==> src/rtl/rom_dl_router_if.sv <==
// Download bus from hps_io plus the three ROM write ports and load status.
// The router is the slave. The download source and the ROM/status consumer form the master side.
interface rom_dl_router_if;
    logic        dl_download;
    logic        dl_wr;
    logic [7:0]  dl_index;
    logic [24:0] dl_addr;
    logic [7:0]  dl_data;
    logic        prog_we;
    logic [13:0] prog_addr;
    logic [7:0]  prog_data;
    logic        vec_we;
    logic [11:0] vec_addr;
    logic [7:0]  vec_data;
    logic        mbox_we;
    logic [9:0]  mbox_addr;
    logic [7:0]  mbox_data;
    logic        cpu_hold;
    logic        dl_done;
    logic        dl_overflow;
    logic [15:0] byte_count;
    logic [7:0]  checksum;

    modport slave (
        input  dl_download, dl_wr, dl_index, dl_addr, dl_data,
        output prog_we, prog_addr, prog_data, vec_we, vec_addr, vec_data,
               mbox_we, mbox_addr, mbox_data, cpu_hold, dl_done, dl_overflow,
               byte_count, checksum
    );

    modport master (
        output dl_download, dl_wr, dl_index, dl_addr, dl_data,
        input  prog_we, prog_addr, prog_data, vec_we, vec_addr, vec_data,
               mbox_we, mbox_addr, mbox_data, cpu_hold, dl_done, dl_overflow,
               byte_count, checksum
    );
endinterface

==> src/rtl/rom_dl_router.sv <==
// Routes a byte-serial ROM image download into program, vector and mathbox ROMs.
// It holds the game CPU in reset until the load finishes, then waits a settling period.
module rom_dl_router #(
    parameter logic [7:0]  ROM_INDEX   = 8'h00,
    parameter int unsigned HOLD_CYCLES = 16
) (
    input  logic            clk_i,
    input  logic            reset,
    rom_dl_router_if.slave  bus
);
    typedef enum logic [1:0] {
        S_IDLE  = 2'd0,
        S_LOAD  = 2'd1,
        S_FLUSH = 2'd2,
        S_DONE  = 2'd3
    } state_t;

    localparam logic [7:0] HOLD_LAST = 8'(HOLD_CYCLES - 1);

    logic        r_dl_download, r_dl_download_d, r_dl_wr, r_dl_wr_d;
    logic [7:0]  r_dl_index, r_dl_data;
    logic [24:0] r_dl_addr;
    state_t      r_state, w_next;
    logic [7:0]  r_hold_cnt;
    logic        r_prog_we, r_vec_we, r_mbox_we;
    logic [13:0] r_prog_addr;
    logic [11:0] r_vec_addr;
    logic [9:0]  r_mbox_addr;
    logic [7:0]  r_prog_data, r_vec_data, r_mbox_data;
    logic        r_cpu_hold, r_dl_done, r_dl_overflow;
    logic [15:0] r_byte_count;
    logic [7:0]  r_checksum;
    logic        w_idx_match, w_start, w_accept;
    logic        w_sel_prog, w_sel_vec, w_sel_mbox;

    // Input capture stage.
    // The edge history resets high, so a download or strobe that is already active when reset is released is not seen as a new rise.
    always_ff @(posedge clk_i or posedge reset) begin
        if (reset) begin
            r_dl_download   <= 1'b1;
            r_dl_download_d <= 1'b1;
            r_dl_wr         <= 1'b1;
            r_dl_wr_d       <= 1'b1;
            r_dl_index      <= 8'h00;
            r_dl_addr       <= 25'h0;
            r_dl_data       <= 8'h00;
        end else begin
            r_dl_download   <= bus.dl_download;
            r_dl_download_d <= r_dl_download;
            r_dl_wr         <= bus.dl_wr;
            r_dl_wr_d       <= r_dl_wr;
            r_dl_index      <= bus.dl_index;
            r_dl_addr       <= bus.dl_addr;
            r_dl_data       <= bus.dl_data;
        end
    end

    assign w_idx_match = (r_dl_index == ROM_INDEX);
    assign w_start     = r_dl_download & ~r_dl_download_d & w_idx_match;
    assign w_accept    = (r_state == S_LOAD) & r_dl_download & w_idx_match & r_dl_wr & ~r_dl_wr_d;
    assign w_sel_prog  = (r_dl_addr < 25'h0003000);
    assign w_sel_vec   = (r_dl_addr >= 25'h0003000) && (r_dl_addr < 25'h0004000);
    assign w_sel_mbox  = (r_dl_addr >= 25'h0004000) && (r_dl_addr < 25'h0004400);

    // Next-state logic for the load sequencer.
    always_comb begin
        w_next = r_state;
        case (r_state)
            S_IDLE: begin
                if (w_start) w_next = S_LOAD;
                else         w_next = S_IDLE;
            end
            S_LOAD: begin
                if (!r_dl_download) w_next = S_FLUSH;
                else                w_next = S_LOAD;
            end
            S_FLUSH: begin
                if (w_start)                       w_next = S_LOAD;
                else if (r_hold_cnt == HOLD_LAST)  w_next = S_DONE;
                else                               w_next = S_FLUSH;
            end
            S_DONE: begin
                if (w_start) w_next = S_LOAD;
                else         w_next = S_DONE;
            end
            default: w_next = S_IDLE;
        endcase
    end

    // State register and the counter for the post-load hold.
    always_ff @(posedge clk_i or posedge reset) begin
        if (reset) begin
            r_state    <= S_IDLE;
            r_hold_cnt <= 8'd0;
        end else begin
            r_state    <= w_next;
            r_hold_cnt <= ((r_state == S_FLUSH) && (w_next == S_FLUSH)) ? r_hold_cnt + 8'd1 : 8'd0;
        end
    end

    // Registered write ports, hold output and load status.
    always_ff @(posedge clk_i or posedge reset) begin
        if (reset) begin
            r_prog_we     <= 1'b0;
            r_vec_we      <= 1'b0;
            r_mbox_we     <= 1'b0;
            r_prog_addr   <= 14'h0;
            r_vec_addr    <= 12'h0;
            r_mbox_addr   <= 10'h0;
            r_prog_data   <= 8'h00;
            r_vec_data    <= 8'h00;
            r_mbox_data   <= 8'h00;
            r_cpu_hold    <= 1'b0;
            r_dl_done     <= 1'b0;
            r_dl_overflow <= 1'b0;
            r_byte_count  <= 16'h0;
            r_checksum    <= 8'h00;
        end else begin
            r_prog_we  <= w_accept & w_sel_prog;
            r_vec_we   <= w_accept & w_sel_vec;
            r_mbox_we  <= w_accept & w_sel_mbox;
            r_cpu_hold <= (w_next == S_LOAD) || (w_next == S_FLUSH);
            if (w_accept && w_sel_prog) begin
                r_prog_addr <= r_dl_addr[13:0];
                r_prog_data <= r_dl_data;
            end
            // The vector and mathbox bases are aligned to their ROM sizes, so dropping the high bits subtracts the base.
            if (w_accept && w_sel_vec) begin
                r_vec_addr <= r_dl_addr[11:0];
                r_vec_data <= r_dl_data;
            end
            if (w_accept && w_sel_mbox) begin
                r_mbox_addr <= r_dl_addr[9:0];
                r_mbox_data <= r_dl_data;
            end
            if ((w_next == S_LOAD) && (r_state != S_LOAD)) begin
                r_byte_count  <= 16'h0;
                r_checksum    <= 8'h00;
                r_dl_overflow <= 1'b0;
                r_dl_done     <= 1'b0;
            end else if (w_accept) begin
                if (r_byte_count != 16'hFFFF) r_byte_count <= r_byte_count + 16'd1;
                r_checksum <= r_checksum + r_dl_data;
                if (r_dl_addr >= 25'h0004400) r_dl_overflow <= 1'b1;
            end else if ((r_state == S_FLUSH) && (w_next == S_DONE)) begin
                r_dl_done <= (r_byte_count != 16'h0);
            end
        end
    end

    assign bus.prog_we     = r_prog_we;
    assign bus.prog_addr   = r_prog_addr;
    assign bus.prog_data   = r_prog_data;
    assign bus.vec_we      = r_vec_we;
    assign bus.vec_addr    = r_vec_addr;
    assign bus.vec_data    = r_vec_data;
    assign bus.mbox_we     = r_mbox_we;
    assign bus.mbox_addr   = r_mbox_addr;
    assign bus.mbox_data   = r_mbox_data;
    assign bus.cpu_hold    = r_cpu_hold;
    assign bus.dl_done     = r_dl_done;
    assign bus.dl_overflow = r_dl_overflow;
    assign bus.byte_count  = r_byte_count;
    assign bus.checksum    = r_checksum;
endmodule

==> src/flat_wrapper.sv <==
// flat-port wrapper written by rule: the top's interface ports become plain ports
module rom_dl_router_flat 
#(
    parameter logic [7:0]  ROM_INDEX   = 8'h00,
    parameter int unsigned HOLD_CYCLES = 16
)
  (clk_i, reset, bus_dl_download, bus_dl_wr, bus_dl_index, bus_dl_addr, bus_dl_data, bus_prog_we, bus_prog_addr, bus_prog_data, bus_vec_we, bus_vec_addr, bus_vec_data, bus_mbox_we, bus_mbox_addr, bus_mbox_data, bus_cpu_hold, bus_dl_done, bus_dl_overflow, bus_byte_count, bus_checksum);
  rom_dl_router_if bus_i ();
  input  logic clk_i;
  input  logic reset;
  input wire logic [$bits(bus_i.dl_download)-1:0] bus_dl_download;
  input wire logic [$bits(bus_i.dl_wr)-1:0] bus_dl_wr;
  input wire logic [$bits(bus_i.dl_index)-1:0] bus_dl_index;
  input wire logic [$bits(bus_i.dl_addr)-1:0] bus_dl_addr;
  input wire logic [$bits(bus_i.dl_data)-1:0] bus_dl_data;
  output wire logic [$bits(bus_i.prog_we)-1:0] bus_prog_we;
  output wire logic [$bits(bus_i.prog_addr)-1:0] bus_prog_addr;
  output wire logic [$bits(bus_i.prog_data)-1:0] bus_prog_data;
  output wire logic [$bits(bus_i.vec_we)-1:0] bus_vec_we;
  output wire logic [$bits(bus_i.vec_addr)-1:0] bus_vec_addr;
  output wire logic [$bits(bus_i.vec_data)-1:0] bus_vec_data;
  output wire logic [$bits(bus_i.mbox_we)-1:0] bus_mbox_we;
  output wire logic [$bits(bus_i.mbox_addr)-1:0] bus_mbox_addr;
  output wire logic [$bits(bus_i.mbox_data)-1:0] bus_mbox_data;
  output wire logic [$bits(bus_i.cpu_hold)-1:0] bus_cpu_hold;
  output wire logic [$bits(bus_i.dl_done)-1:0] bus_dl_done;
  output wire logic [$bits(bus_i.dl_overflow)-1:0] bus_dl_overflow;
  output wire logic [$bits(bus_i.byte_count)-1:0] bus_byte_count;
  output wire logic [$bits(bus_i.checksum)-1:0] bus_checksum;
  assign bus_i.dl_download = bus_dl_download;
  assign bus_i.dl_wr = bus_dl_wr;
  assign bus_i.dl_index = bus_dl_index;
  assign bus_i.dl_addr = bus_dl_addr;
  assign bus_i.dl_data = bus_dl_data;
  assign bus_prog_we = bus_i.prog_we;
  assign bus_prog_addr = bus_i.prog_addr;
  assign bus_prog_data = bus_i.prog_data;
  assign bus_vec_we = bus_i.vec_we;
  assign bus_vec_addr = bus_i.vec_addr;
  assign bus_vec_data = bus_i.vec_data;
  assign bus_mbox_we = bus_i.mbox_we;
  assign bus_mbox_addr = bus_i.mbox_addr;
  assign bus_mbox_data = bus_i.mbox_data;
  assign bus_cpu_hold = bus_i.cpu_hold;
  assign bus_dl_done = bus_i.dl_done;
  assign bus_dl_overflow = bus_i.dl_overflow;
  assign bus_byte_count = bus_i.byte_count;
  assign bus_checksum = bus_i.checksum;
  rom_dl_router #(.ROM_INDEX(ROM_INDEX), .HOLD_CYCLES(HOLD_CYCLES)) u_core (.clk_i(clk_i), .reset(reset), .bus(bus_i));
endmodule
==> config.mk <==
export PLATFORM = sky130hd
export DESIGN_NAME = rom_dl_router_flat
export DESIGN_NICKNAME = d
export VERILOG_FILES = /design/src/rtl/rom_dl_router_if.sv /design/src/rtl/rom_dl_router.sv /design/src/flat_wrapper.sv
export SDC_FILE = /design/constraint.sdc
export NUM_CORES = 1
export LEC_CHECK = 0
export ABC_AREA = 0
export BUFFER_PORTS_ARGS = -buffer_cell sky130_fd_sc_hd__clkbuf_2
export CELL_PAD_IN_SITES_DETAIL_PLACEMENT = 1
export CELL_PAD_IN_SITES_GLOBAL_PLACEMENT = 1
export CORE_MARGIN = 2
export CORE_UTILIZATION = 43
export DETAILED_ROUTE_END_ITERATION = 8
export GPL_TIMING_DRIVEN = 0
export MAX_ROUTING_LAYER = met4
export PLACE_DENSITY_LB_ADDON = 0.1
export SYNTH_ARGS = -nofsm -noshare
export SYNTH_HDL_FRONTEND = slang
export SYNTH_SLANG_ARGS = --single-unit
==> constraint.sdc <==
create_clock -name clk_i -period 6.7 [get_ports clk_i]
set_input_delay 1.675 -clock clk_i [delete_from_list [all_inputs] [get_ports clk_i]]
set_output_delay 1.675 -clock clk_i [all_outputs]
set_load 0.1 [all_outputs]
---- After elaboration in Yosys (flattened, before gate mapping) ----
Cells that the tools add are included.
operators by class
  eq/ne operators ......................... 10
  bitwise logic cells ..................... 11
  reduce and logical (&&, ||, !) cells .... 19
  add/sub/neg operators ................... 3
  $mul .................................... 0
  shift-type cells ........................ 0
  magnitude comparators ................... 6
  divide/modulo/power cells ............... 0
  muxes and demuxes ....................... 18
operators with widths
  operator                 count
  $ge A25 B15 Y1 const B   2
  $lt A25 B15 Y1 const B   2
  $mux W16                 3
  $ge A25 B14 Y1 const B   1
  $lt A25 B14 Y1 const B   1
  $mux W8                  3
  $add A16 B1 Y16 const B  1
  $ne A16 B16 Y1 const B   1
  $reduce_bool A16 Y1      1
  $and A1 B1 Y1            9
  $add A8 B1 Y8 const B    1
  $add A8 B8 Y8            1
  $eq A2 B2 Y1 const B     4
  $eq A8 B4 Y1 const B     1
  $logic_and A1 B1 Y1      8
  $logic_not A8 Y1         1
  $mux W1                  8
  $pmux W2 S4              1
  $reduce_bool A2 Y1       4
  $mux W2                  3
  $reduce_and A2 Y1        3
  $eq A2 B1 Y1 const B     2
  $logic_not A2 Y1         1
  $ne A2 B1 Y1 const B     1
  other kinds (3)          4
storage, ports and cells
  bits of input ports ..................... 45
  memories kept ........................... 0
  latch bits .............................. 0
  flip-flop bits (word level) ............. 145
  word-level logic and storage cells ...... 90
  ROM bits ................................ 0
  memory bits (writable) .................. 0
  output and inout bits ................... 90

---- Logic depth before layout (Yosys ltp) ----
Gate-level depths: netlist of run 1.
  word-level depth ........................ 10
  depth in mapped cells ................... 12
  gate-level depth less buffers ........... 10

---- Least setup slack after synthesis of run 1 ----
OpenSTA, ideal clock, no wires.
  path kind ............................... register -> register
  start ................................... reg u_core.r_byte_count[4], in the netlist u_core.bus.byte_count[4]
  end ..................................... reg u_core.r_byte_count[3], in the netlist u_core.bus.byte_count[3]
  data arrival time ....................... 2.627 ns
  period minus slack after synthesis ...... 2.705 ns
  library setup time ...................... 0.078 ns
  setup slack ............................. 3.995 ns
  stages on the path, launching flop included .. 8
  data required time ...................... 6.622 ns
  path buffers ............................ 2
  cell sequence ........................... dfrtp_1 nand4_1 or4_1 a21oi_2 buf_4 buf_4 o21ai_0 a21oi_1
on the way
  word-level cells in the longest chain between the ends .. 3
RTL lines
  element                       RTL line              RTL
  from (decl)                   rom_dl_router.sv:31   logic [15:0] r_byte_count;
  from (signal assigned)        rom_dl_router.sv:142  if (r_byte_count != 16'hFFFF) r_byte_count <= r_byte_count + 16'd1;
  $ne A16 B16 Y1                rom_dl_router.sv:142
  $reduce_bool A2 Y1 (no line)  -
  $reduce_and A2 Y1 (no line)   -
No other way between the ends.
A chain may end at the register's enable or synchronous reset.

---- Worst setup path after layout of run 1 ----
  start ................................... reg u_core.r_byte_count[10], in the netlist u_core.bus.byte_count[10]
  end ..................................... out bus_byte_count[10]
RTL lines
  element    RTL line            RTL
  to (decl)  flat_wrapper.sv:28  output wire logic [$bits(bus_i.byte_count)-1:0] bus_byte_count;
No word-level cell between the ends.

==> flow_summary.yaml, run 1 <==
outcome:
  status: "complete, no violations"
route:
  wl_per_cell_um: 18.37
  drt_iter0_drc: 157
  avgViaCountPerCell: 5.150
  wl_met3_um: 836
  vias: 3909
  routed_wl_um: 13940
  wl_met2_um: 6958
  drc_errors: 0
  met1Wirelength_um: 5908
  ant_nets: 0
  first_pass_iters: 4
  top_layer: "met4"
power:
  finalPower_mw: 1.957
  swShare: 0.2035
  p_per_area_mw_per_mm2: 265.9
  p_int_mw: 1.559
  combPwrFrac: 0.024
  irDropWorstVdd_mv: 0.1728
  p_clk_frac: 0.515
  seqPwrFrac: 0.461
  switching_power_uw: 398.3
  p_leak_nw: 3.728
worst_setup_path:
  path_cells: "clkbuf_2"
  slowest_delay_ns: 0.53
  crit_type: "reg2out"
  startpoint_type: "flop"
  arrival_ns: 1.44
  crit_buf_inv: 1
  crit_required_ns: 5.03
  cp_slowest_cell: "clkbuf_2"
  crit_path_end_kind: "output port"
  crit_family: "buffers and inverters"
  crit_fanout: 8
timing:
  slew_viol_final: 0
  fin_crit_ns: 3.119
  max-slew-margin-rel: 0.4733
  setup_viol: 0
  tns_ns: 0
  rsz0062_at_grt: "no"
  max_freq_mhz: 320.6
  min_period_over_period: 0.4656
  worstMarginPinSlew_ns: 0.7841
  finalHoldViolCount: 0
  finalClockSkew_ns: 0.006934
  holdWs_ns: 0.3727
finish:
  nets: 630
  layout_common_cells: "dfrtp_1 (141), clkbuf_2 (134), mux2_2 (30)"
  drive_gt1_frac: 0.4031
  synthToLayoutAreaGrowth_pct: 26.68
  insertedDiodeCount: 0
  final_common_cell: "dfrtp_1"
clock_tree:
  cts_root_buffer: "clkbuf_16"
  clk_latency_ns: 0.42
  cts.sinks: 145
  htree_levels: 4
  numCtsBuffers: 17
  cts_tree: "built"
  clock_path_buffers: 2
  cts_hold_buffers: 0
  path_clk_slew_ns: 0.06
  postCtsResizedCells: 0
  post-cts-setup-buffer-count: 0
placed_design:
  port_buffers: 134
  place.gp.congestion: 0.7927
  dpl.hpwl_um: 9644
synthesis:
  async_reset_ff_frac: 1.000
  yosysSeqAreaShare: 0.6253
  synth_cells: 417
  synth.avg_cell_area_sq_um: 13.93
  ys_types: 51
  synth_seq_cells: 145
  synth_nets: 476
  ys_warn_count: 0
  synthesis.area_sq_mm: 0.005811
  synth_ff_type: "dfrtp_1"
  synth_edf_count: 0
die:
  ios: 135
  fp.dieH_um: 120.2
  die_w_um: 120.2
  start_util: 0.4388
  dieArea_sq_mm: 0.01446
  core-area_sq_mm: 0.01324
  fp-row-count: 42
grt:
  grt_pass1_vias: 4277
  grt_max_degree: 87
  grt_usage: 0.2141
  antenna_found_initial: 0
  grt_overflow: 0
  grt_pass1_wl_um: 22970
min_path:
  hp-class: "reg2reg"
job:
  maxCapViolations: 0
power groups by stage:
stage	sequential, mW	clock, mW	combinational, mW
6_report	0.903	1.01	0.0462
4_1_cts	0.903	1.03	0.0484
3_5_place_dp	0.919	0	0.0479
5_1_grt	0.905	1.07	0.0528
3_3_place_gp	0.918	0	0.0431
2_1_floorplan	0.918	0	0.0220
Yosys cell counts, drive strengths merged, types with 2 or more instances:
cell / n / area share
and4: 3 / 0.0045
xor2: 7 / 0.011
xnor2: 5 / 0.0075
dfrtp: 141 / 0.61
and2: 2 / 0.0022
and3: 4 / 0.0043
or3: 5 / 0.0054
o22a: 2 / 0.0030
nand3: 21 / 0.018
ha: 13 / 0.028
o31ai: 5 / 0.0065
nor2: 22 / 0.016
dfstp: 4 / 0.018
nor4b: 2 / 0.0030
buf: 8 / 0.015
nor4: 9 / 0.015
mux2i: 4 / 0.0069
inv: 9 / 0.0058
o211ai: 4 / 0.0052
mux2: 59 / 0.13
nand2: 23 / 0.015
nand4: 4 / 0.0069
a21oi: 15 / 0.016
nor2b: 2 / 0.0022
clkbuf: 4 / 0.0026
nor3: 4 / 0.0034
nand2b: 4 / 0.0043
o21ai: 12 / 0.010
or4: 8 / 0.010
final timing paths:
kind / startpoint / end / slack, ns / cells after the start
max: u_core.bus.byte_count[10] / bus_byte_count[10] / 3.58 / 1
max reg2reg: u_core.r_dl_download / u_core.bus.byte_count[15] / 3.84 / 10
min reg2reg: u_core.r_dl_wr / u_core.r_dl_wr_d / 0.37 / 0
min in group asynchronous: reset / u_core.bus.prog_addr[2] / 1.32 / 2
max in group asynchronous: reset / u_core.bus.vec_addr[6] / 4.56 / 3
min: u_core.r_dl_wr / u_core.r_dl_wr_d / 0.37 / 0
registers in the layout, indices dropped and copies added (netlist names), 10 cells and up:
name / count
u_core.bus.byte_count: 16
u_core.bus.mbox_addr: 10
u_core.bus.prog_addr: 14
u_core.bus.vec_addr: 12
u_core.r_dl_addr: 25
routing by layer:
layer / vias up / global-route usage
met5: - / -
met4: 0 / 0.07631
met3: 17 / 0.05849
met2: 112 / 0.3409
met1: 1986 / 0.2652
li1: 1794 / -
cells by family after synthesis:
kind of cell / count (synthesis) / share of synthesized area
flip-flops: 145 / 0.6253
AND/OR/NAND/NOR: 115 / 0.1141
multiplexers: 63 / 0.1335
AO/OA/AOI/OAI: 47 / 0.05384
buffers and inverters: 21 / 0.02369
adder cells (fa/ha/maj): 14 / 0.03144
XOR/XNOR: 12 / 0.01809
through the flow:
stage / area, sq um / setup slack (ns) / instances / util
2_1_floorplan: 5811 / 1.137 / 417 / -
3_3_place_gp: 6701 / -0.4099 / 727 / 0.5060
3_5_place_dp: 6734 / 3.863 / 728 / 0.5085
4_1_cts: 7361 / 3.562 / 759 / 0.5558
5_1_grt: 7361 / 3.520 / 759 / 0.5558
6_report: 7361 / 3.581 / 759 / 0.5558
cell type report:
class                      count  area [sq um]
clock inverter                 9         152.6
tap                          176         220.2
sequential                   145          3633
multi-input combinational    251          2039
buffer                        12         103.9
timing repair buffer         135         698.2
clock buffer                  22         474.2
fill                        1422          5882
inverter                       9         38.79
No activity file was read; power rests on OpenSTA's default activity.
==> run 2, diff against run 1 <==
CORE_UTILIZATION = 39   (was 43)
clock period = 2.75 ns   (was 6.7 ns; I/O delays follow)
==> flow_summary.yaml, run 2 (synthesized netlist as in run 1, its figures left out) <==
route:
  avgViaCountPerCell: 5.121
  ant_nets: 0
  vias: 3974
  drt_iter0_drc: 192
  routed_wl_um: 14260
  drc_errors: 0
  wl_per_cell_um: 18.37
  first_pass_iters: 4
finish:
  drive_gt1_frac: 0.4189
  regMostFlops: "u_core.r_dl_addr"
  insertedDiodeCount: 0
  multi_input_area_sq_mm: 0.002071
  largest_reg_flops: 25
  nets: 638
  fillers: 1523
  final_core_util: 0.5176
  layout.area.seq_sq_mm: 0.003633
  synthToLayoutAreaGrowth_pct: 29.48
  fin_area_sq_mm: 0.007523
  layout_common_cells: "dfrtp_1 (141), clkbuf_2 (134), mux2_2 (30)"
  final_common_cell: "dfrtp_1"
clock_tree:
  clk_latency_ns: 0.42
  path_clk_slew_ns: 0.06
  numCtsBuffers: 17
  htree_levels: 4
  cts_tree: "built"
  cts_hold_buffers: 0
  clock_path_buffers: 2
  cts.sinks: 145
  cts_root_buffer: "clkbuf_16"
worst_setup_path:
  crit_path_end_kind: "flop"
  crit_type: "reg2reg"
  crit_fanout: 10
  slowest_delay_ns: 0.46
  startpoint_type: "flop"
  path_cells: "nor4_4, buf_4, nand4_4, or3_1, buf_6, nor2_4, buf_4, mux2_2"
  crit_required_ns: 3.05
  arrival_ns: 2.94
  path_common_cell: "buf_4"
  crit_family: "simple AND/OR/NAND/NOR gates"
  cp_slowest_cell: "or3_1"
  crit_buf_inv: 3
timing:
  max_freq_mhz: 379.3
  min_period_over_period: 0.9587
  fin_crit_ns: 2.636
  finalHoldViolCount: 0
  slew_viol_final: 0
  setup_viol: 0
  tns_ns: 0
  finalClockSkew_ns: 0.008830
  max-slew-margin-rel: 0.5989
  worstMarginPinSlew_ns: 0.6004
power:
  p_int_mw: 3.961
  p_per_area_mw_per_mm2: 656.8
  p_clk_frac: 0.530
  seqPwrFrac: 0.446
  switching_power_uw: 980.8
  irDropWorstVdd_mv: 0.4254
  p_leak_nw: 3.813
  swShare: 0.1985
  combPwrFrac: 0.024
die:
  fp-row-count: 44
  dieArea_sq_mm: 0.01589
  ios: 135
  die_w_um: 126.1
  start_util: 0.3998
  fp.dieH_um: 126.1
  core-area_sq_mm: 0.01453
grt:
  grt_pass1_vias: 4363
  grt_usage: 0.1920
  grt_overflow: 0
  antenna_found_initial: 0
  grt_max_degree: 44
  grt_pass1_wl_um: 23100
min_path:
  hp-class: "in2async"
job:
  maxCapViolations: 0
placed_design:
  dpl_cell_area_sq_mm: 0.006775
  port_buffers: 134
  place.gp.congestion: 0.7548
  dpl.hpwl_um: 9975
outcome:
  status: "complete, no violations"
==> run 2: cell types whose count changed in the layout (fill, tap and decap cells not counted), moves of 2 or more <==
cell and delta:
inv_6 -3, clkinvlp_4 +2, bufinv_16 +2, buf_12 +3, buf_4 +5
==> run 2: worst paths after layout <==
path                                      start                      end  slack, ns  depth (start not counted)
max                        u_core.r_dl_index[4]   u_core.bus.vec_data[5]       0.11                          8
min                                       reset  u_core.bus.prog_addr[6]       0.32                          2
max reg2reg                u_core.r_dl_index[4]   u_core.bus.vec_data[5]       0.11                          8
min reg2reg                      u_core.r_dl_wr         u_core.r_dl_wr_d       0.37                          0
max in group asynchronous                 reset  u_core.bus.mbox_data[5]       1.54                          4
min in group clk_i                    bus_dl_wr           u_core.r_dl_wr       0.34                          1
==> run 2: cell type report <==
class / count / area share
Clock inverter: 11 / 0.02761
Clock buffer: 21 / 0.06120
Tap cell: 184 / 0.03060
Inverter: 9 / 0.004989
Buffer: 12 / 0.01430
Multi-Input combinational cell: 251 / 0.2752
Timing Repair Buffer: 143 / 0.1031
Sequential cell: 145 / 0.4830
==> run 2: stage by stage <==
| step | hold WS [ns] | power [mW] | setup WS [ns] | std cells |
|---|---|---|---|---|
| after CTS | 0.3277 | 5.003 | 0.03307 | 771 |
| after global placement | 0.3596 | 2.343 | -0.6740 | 735 |
| after global routing | 0.3299 | 5.105 | -0.03314 | 776 |
| after floorplan | 0.3511 | 2.290 | 0.04531 | 417 |
| after detailed placement | 0.3640 | 2.360 | -0.08533 | 738 |
| final | 0.3234 | 4.941 | 0.1137 | 776 |
==> run 2: repair_timing <==
item,CTS,global route
setup buffers,1,5
endpoints found under the setup margin,15,19
pin swaps,2,1
resized for setup,3,5
==> run 2: worst reg2reg max path: stages, from the launching register on <==
cell     delay (ns)
dfrtp_1        0.40
nor4_4         0.37
buf_4          0.19
nand4_4        0.22
or3_1          0.46
buf_6          0.15
nor2_4         0.12
buf_4          0.24
mux2_2         0.37
==> run 2: per-layer routing <==
layer | share of wire | track usage
met1 | 0.45 | 0.2469
met2 | 0.49 | 0.2985
met3 | 0.051 | 0.05183
met4 | 0.011 | 0.06012
met5 | 0 | -
==> run 2: power by group through the flow <==
stage	clock [mW]	combinational, mW	sequential, mW
2_1_floorplan	0	0.0540	2.24
3_3_place_gp	0	0.107	2.24
3_5_place_dp	0	0.122	2.24
4_1_cts	2.68	0.123	2.20
5_1_grt	2.76	0.135	2.21
6_report	2.62	0.119	2.20
==> run 3, diff against run 2 <==
CELL_PAD_IN_SITES_DETAIL_PLACEMENT = 0   (was 1)
CELL_PAD_IN_SITES_GLOBAL_PLACEMENT = 2   (was 1)
CORE_UTILIZATION = 33   (was 39)
==> flow_summary.yaml, run 3 (synthesized netlist as in run 1, its figures left out) <==
outcome:
  status: "complete, no violations"
power:
  p_per_area_mw_per_mm2: 632.7
  p_leak_nw: 3.770
  irDropWorstVdd_mv: 0.4387
placed_design:
  port_buffers: 134
  dpl.hpwl_um: 9650
  place.gp.congestion: 0.7675
  dpl_cell_area_sq_mm: 0.006847
worst_setup_path:
  crit_path_end_kind: "flop"
  crit_fanout: 10
  arrival_ns: 2.88
  crit_required_ns: 3.05
  crit_type: "reg2reg"
  startpoint_type: "flop"
die:
  ios: 135
  fp.dieH_um: 136.7
  fp-row-count: 48
  dieArea_sq_mm: 0.01869
  die_w_um: 136.7
  core-area_sq_mm: 0.01724
  start_util: 0.3371
route:
  drt_iter0_drc: 121
  first_pass_iters: 4
  ant_nets: 0
  routed_wl_um: 13370
  avgViaCountPerCell: 4.752
  vias: 3873
  wl_per_cell_um: 16.41
  drc_errors: 0
clock_tree:
  htree_levels: 4
  path_clk_slew_ns: 0.06
  cts_tree: "built"
  clk_latency_ns: 0.42
  clock_path_buffers: 2
  numCtsBuffers: 17
  cts.sinks: 145
  cts_root_buffer: "clkbuf_16"
  cts_hold_buffers: 0
timing:
  slew_viol_final: 0
  rsz0062_at_grt: "no"
  min_period_over_period: 0.9397
  max_freq_mhz: 387.0
  fin_crit_ns: 2.584
  finalClockSkew_ns: 0.005375
  worstMarginPinSlew_ns: 0.5853
  setup_viol: 0
  holdWs_ns: 0.2581
  finalHoldViolCount: 0
  max-slew-margin-rel: 0.6115
finish:
  multi_input_area_sq_mm: 0.002072
  largest_reg_flops: 25
  layout_common_cells: "dfrtp_1 (141), clkbuf_2 (134), mux2_2 (30)"
  final_common_cell: "dfrtp_1"
  nets: 636
  drive_gt1_frac: 0.4203
  fillers: 1603
  synthToLayoutAreaGrowth_pct: 29.69
  final_core_util: 0.4372
  regMostFlops: "u_core.r_dl_addr"
  layout.area.seq_sq_mm: 0.003633
  insertedDiodeCount: 0
  fin_area_sq_mm: 0.007536
grt:
  grt_usage: 0.1567
  grt_overflow: 0
  grt_max_degree: 38
  antenna_found_initial: 0
  grt_pass1_vias: 3923
  grt_pass1_wl_um: 21280
min_path:
  hp-class: "in2async"
job:
  maxCapViolations: 0
==> run 3: cell types whose count changed in the layout (fill, tap and decap cells not counted) <==
cell	previous run	this run
bufinv_16	6	4
o31ai_2	1	2
buf_4	10	7
nor4b_2	0	1
clkinv_4	0	1
clkbuf_8	2	3
nor4b_4	1	0
nand3_1	21	20
buf_12	5	6
o31ai_1	4	3
nand3_2	0	1
==> run 3: worst paths after layout <==
path | startpoint | end | slack, ns | depth (start not counted)
min in group clk_i | bus_dl_wr | u_core.r_dl_wr | 0.35 | 1
max in group asynchronous | reset | u_core.bus.checksum[4] | 1.75 | 4
hold reg to reg | u_core.r_dl_wr | u_core.r_dl_wr_d | 0.37 | 0
setup / recovery | u_core.r_dl_download | u_core.bus.prog_addr[8] | 0.17 | 7
setup reg to reg | u_core.r_dl_download | u_core.bus.prog_addr[8] | 0.17 | 7
hold / removal | reset | u_core.bus.prog_addr[6] | 0.26 | 2
==> run 3: power by group <==
| group | switching [mW] | internal, mW |
|---|---|---|
| Combinational | 0.0735 | 0.0470 |
| Clock | 0.862 | 1.59 |
| Sequential | 0.0276 | 2.17 |
| Total | 0.963 | 3.80 |
==> run 3: layer usage <==
layer | global-route usage | up-vias | part of all wire
met5 | - | - | 0
met4 | 0.06076 | 0 | 0.012
met3 | 0.04815 | 11 | 0.064
met2 | 0.2311 | 102 | 0.47
met1 | 0.2021 | 1944 | 0.46
li1 | - | 1816 | -
==> run 3: timing repair <==
action / in CTS / in global routing
endpoints found under the hold margin: 0 / 0
buffers inserted: 0 / 3
pin swaps: 1 / 1
gates cloned: 0 / 0
endpoints found under the setup margin: 15 / 24
gates resized for setup: 2 / 7
==> run 3: worst max-delay path, cell delays in order, from the launching register on <==
cell	delay [ns]
dfstp_2	0.56
nor3b_4	0.29
nand4_4	0.27
or3_1	0.47
buf_6	0.15
a21oi_4	0.20
buf_12	0.19
mux2_4	0.31
==> run 3: cell type report <==
type	count	area share
multi-input cells	251	0.2749
flip-flops and latches	145	0.4822
well taps	225	0.03736
plain buffers	12	0.01428
inverters	9	0.004981
clock buffers	22	0.06293
repair buffers	141	0.1026
clock inverters	10	0.02075
==> run 3: metrics by stage <==
stage	setup WS, ns	TNS, ns	power (mW)	instances
after global placement	-0.7142	-99.73	2.345	776
after CTS	0.02870	0	4.844	812
after global routing	0.01502	0	4.953	815
final	0.1658	0	4.768	815
after detailed placement	-0.05994	-0.5809	2.363	780
after floorplan	0.04531	0	2.290	417
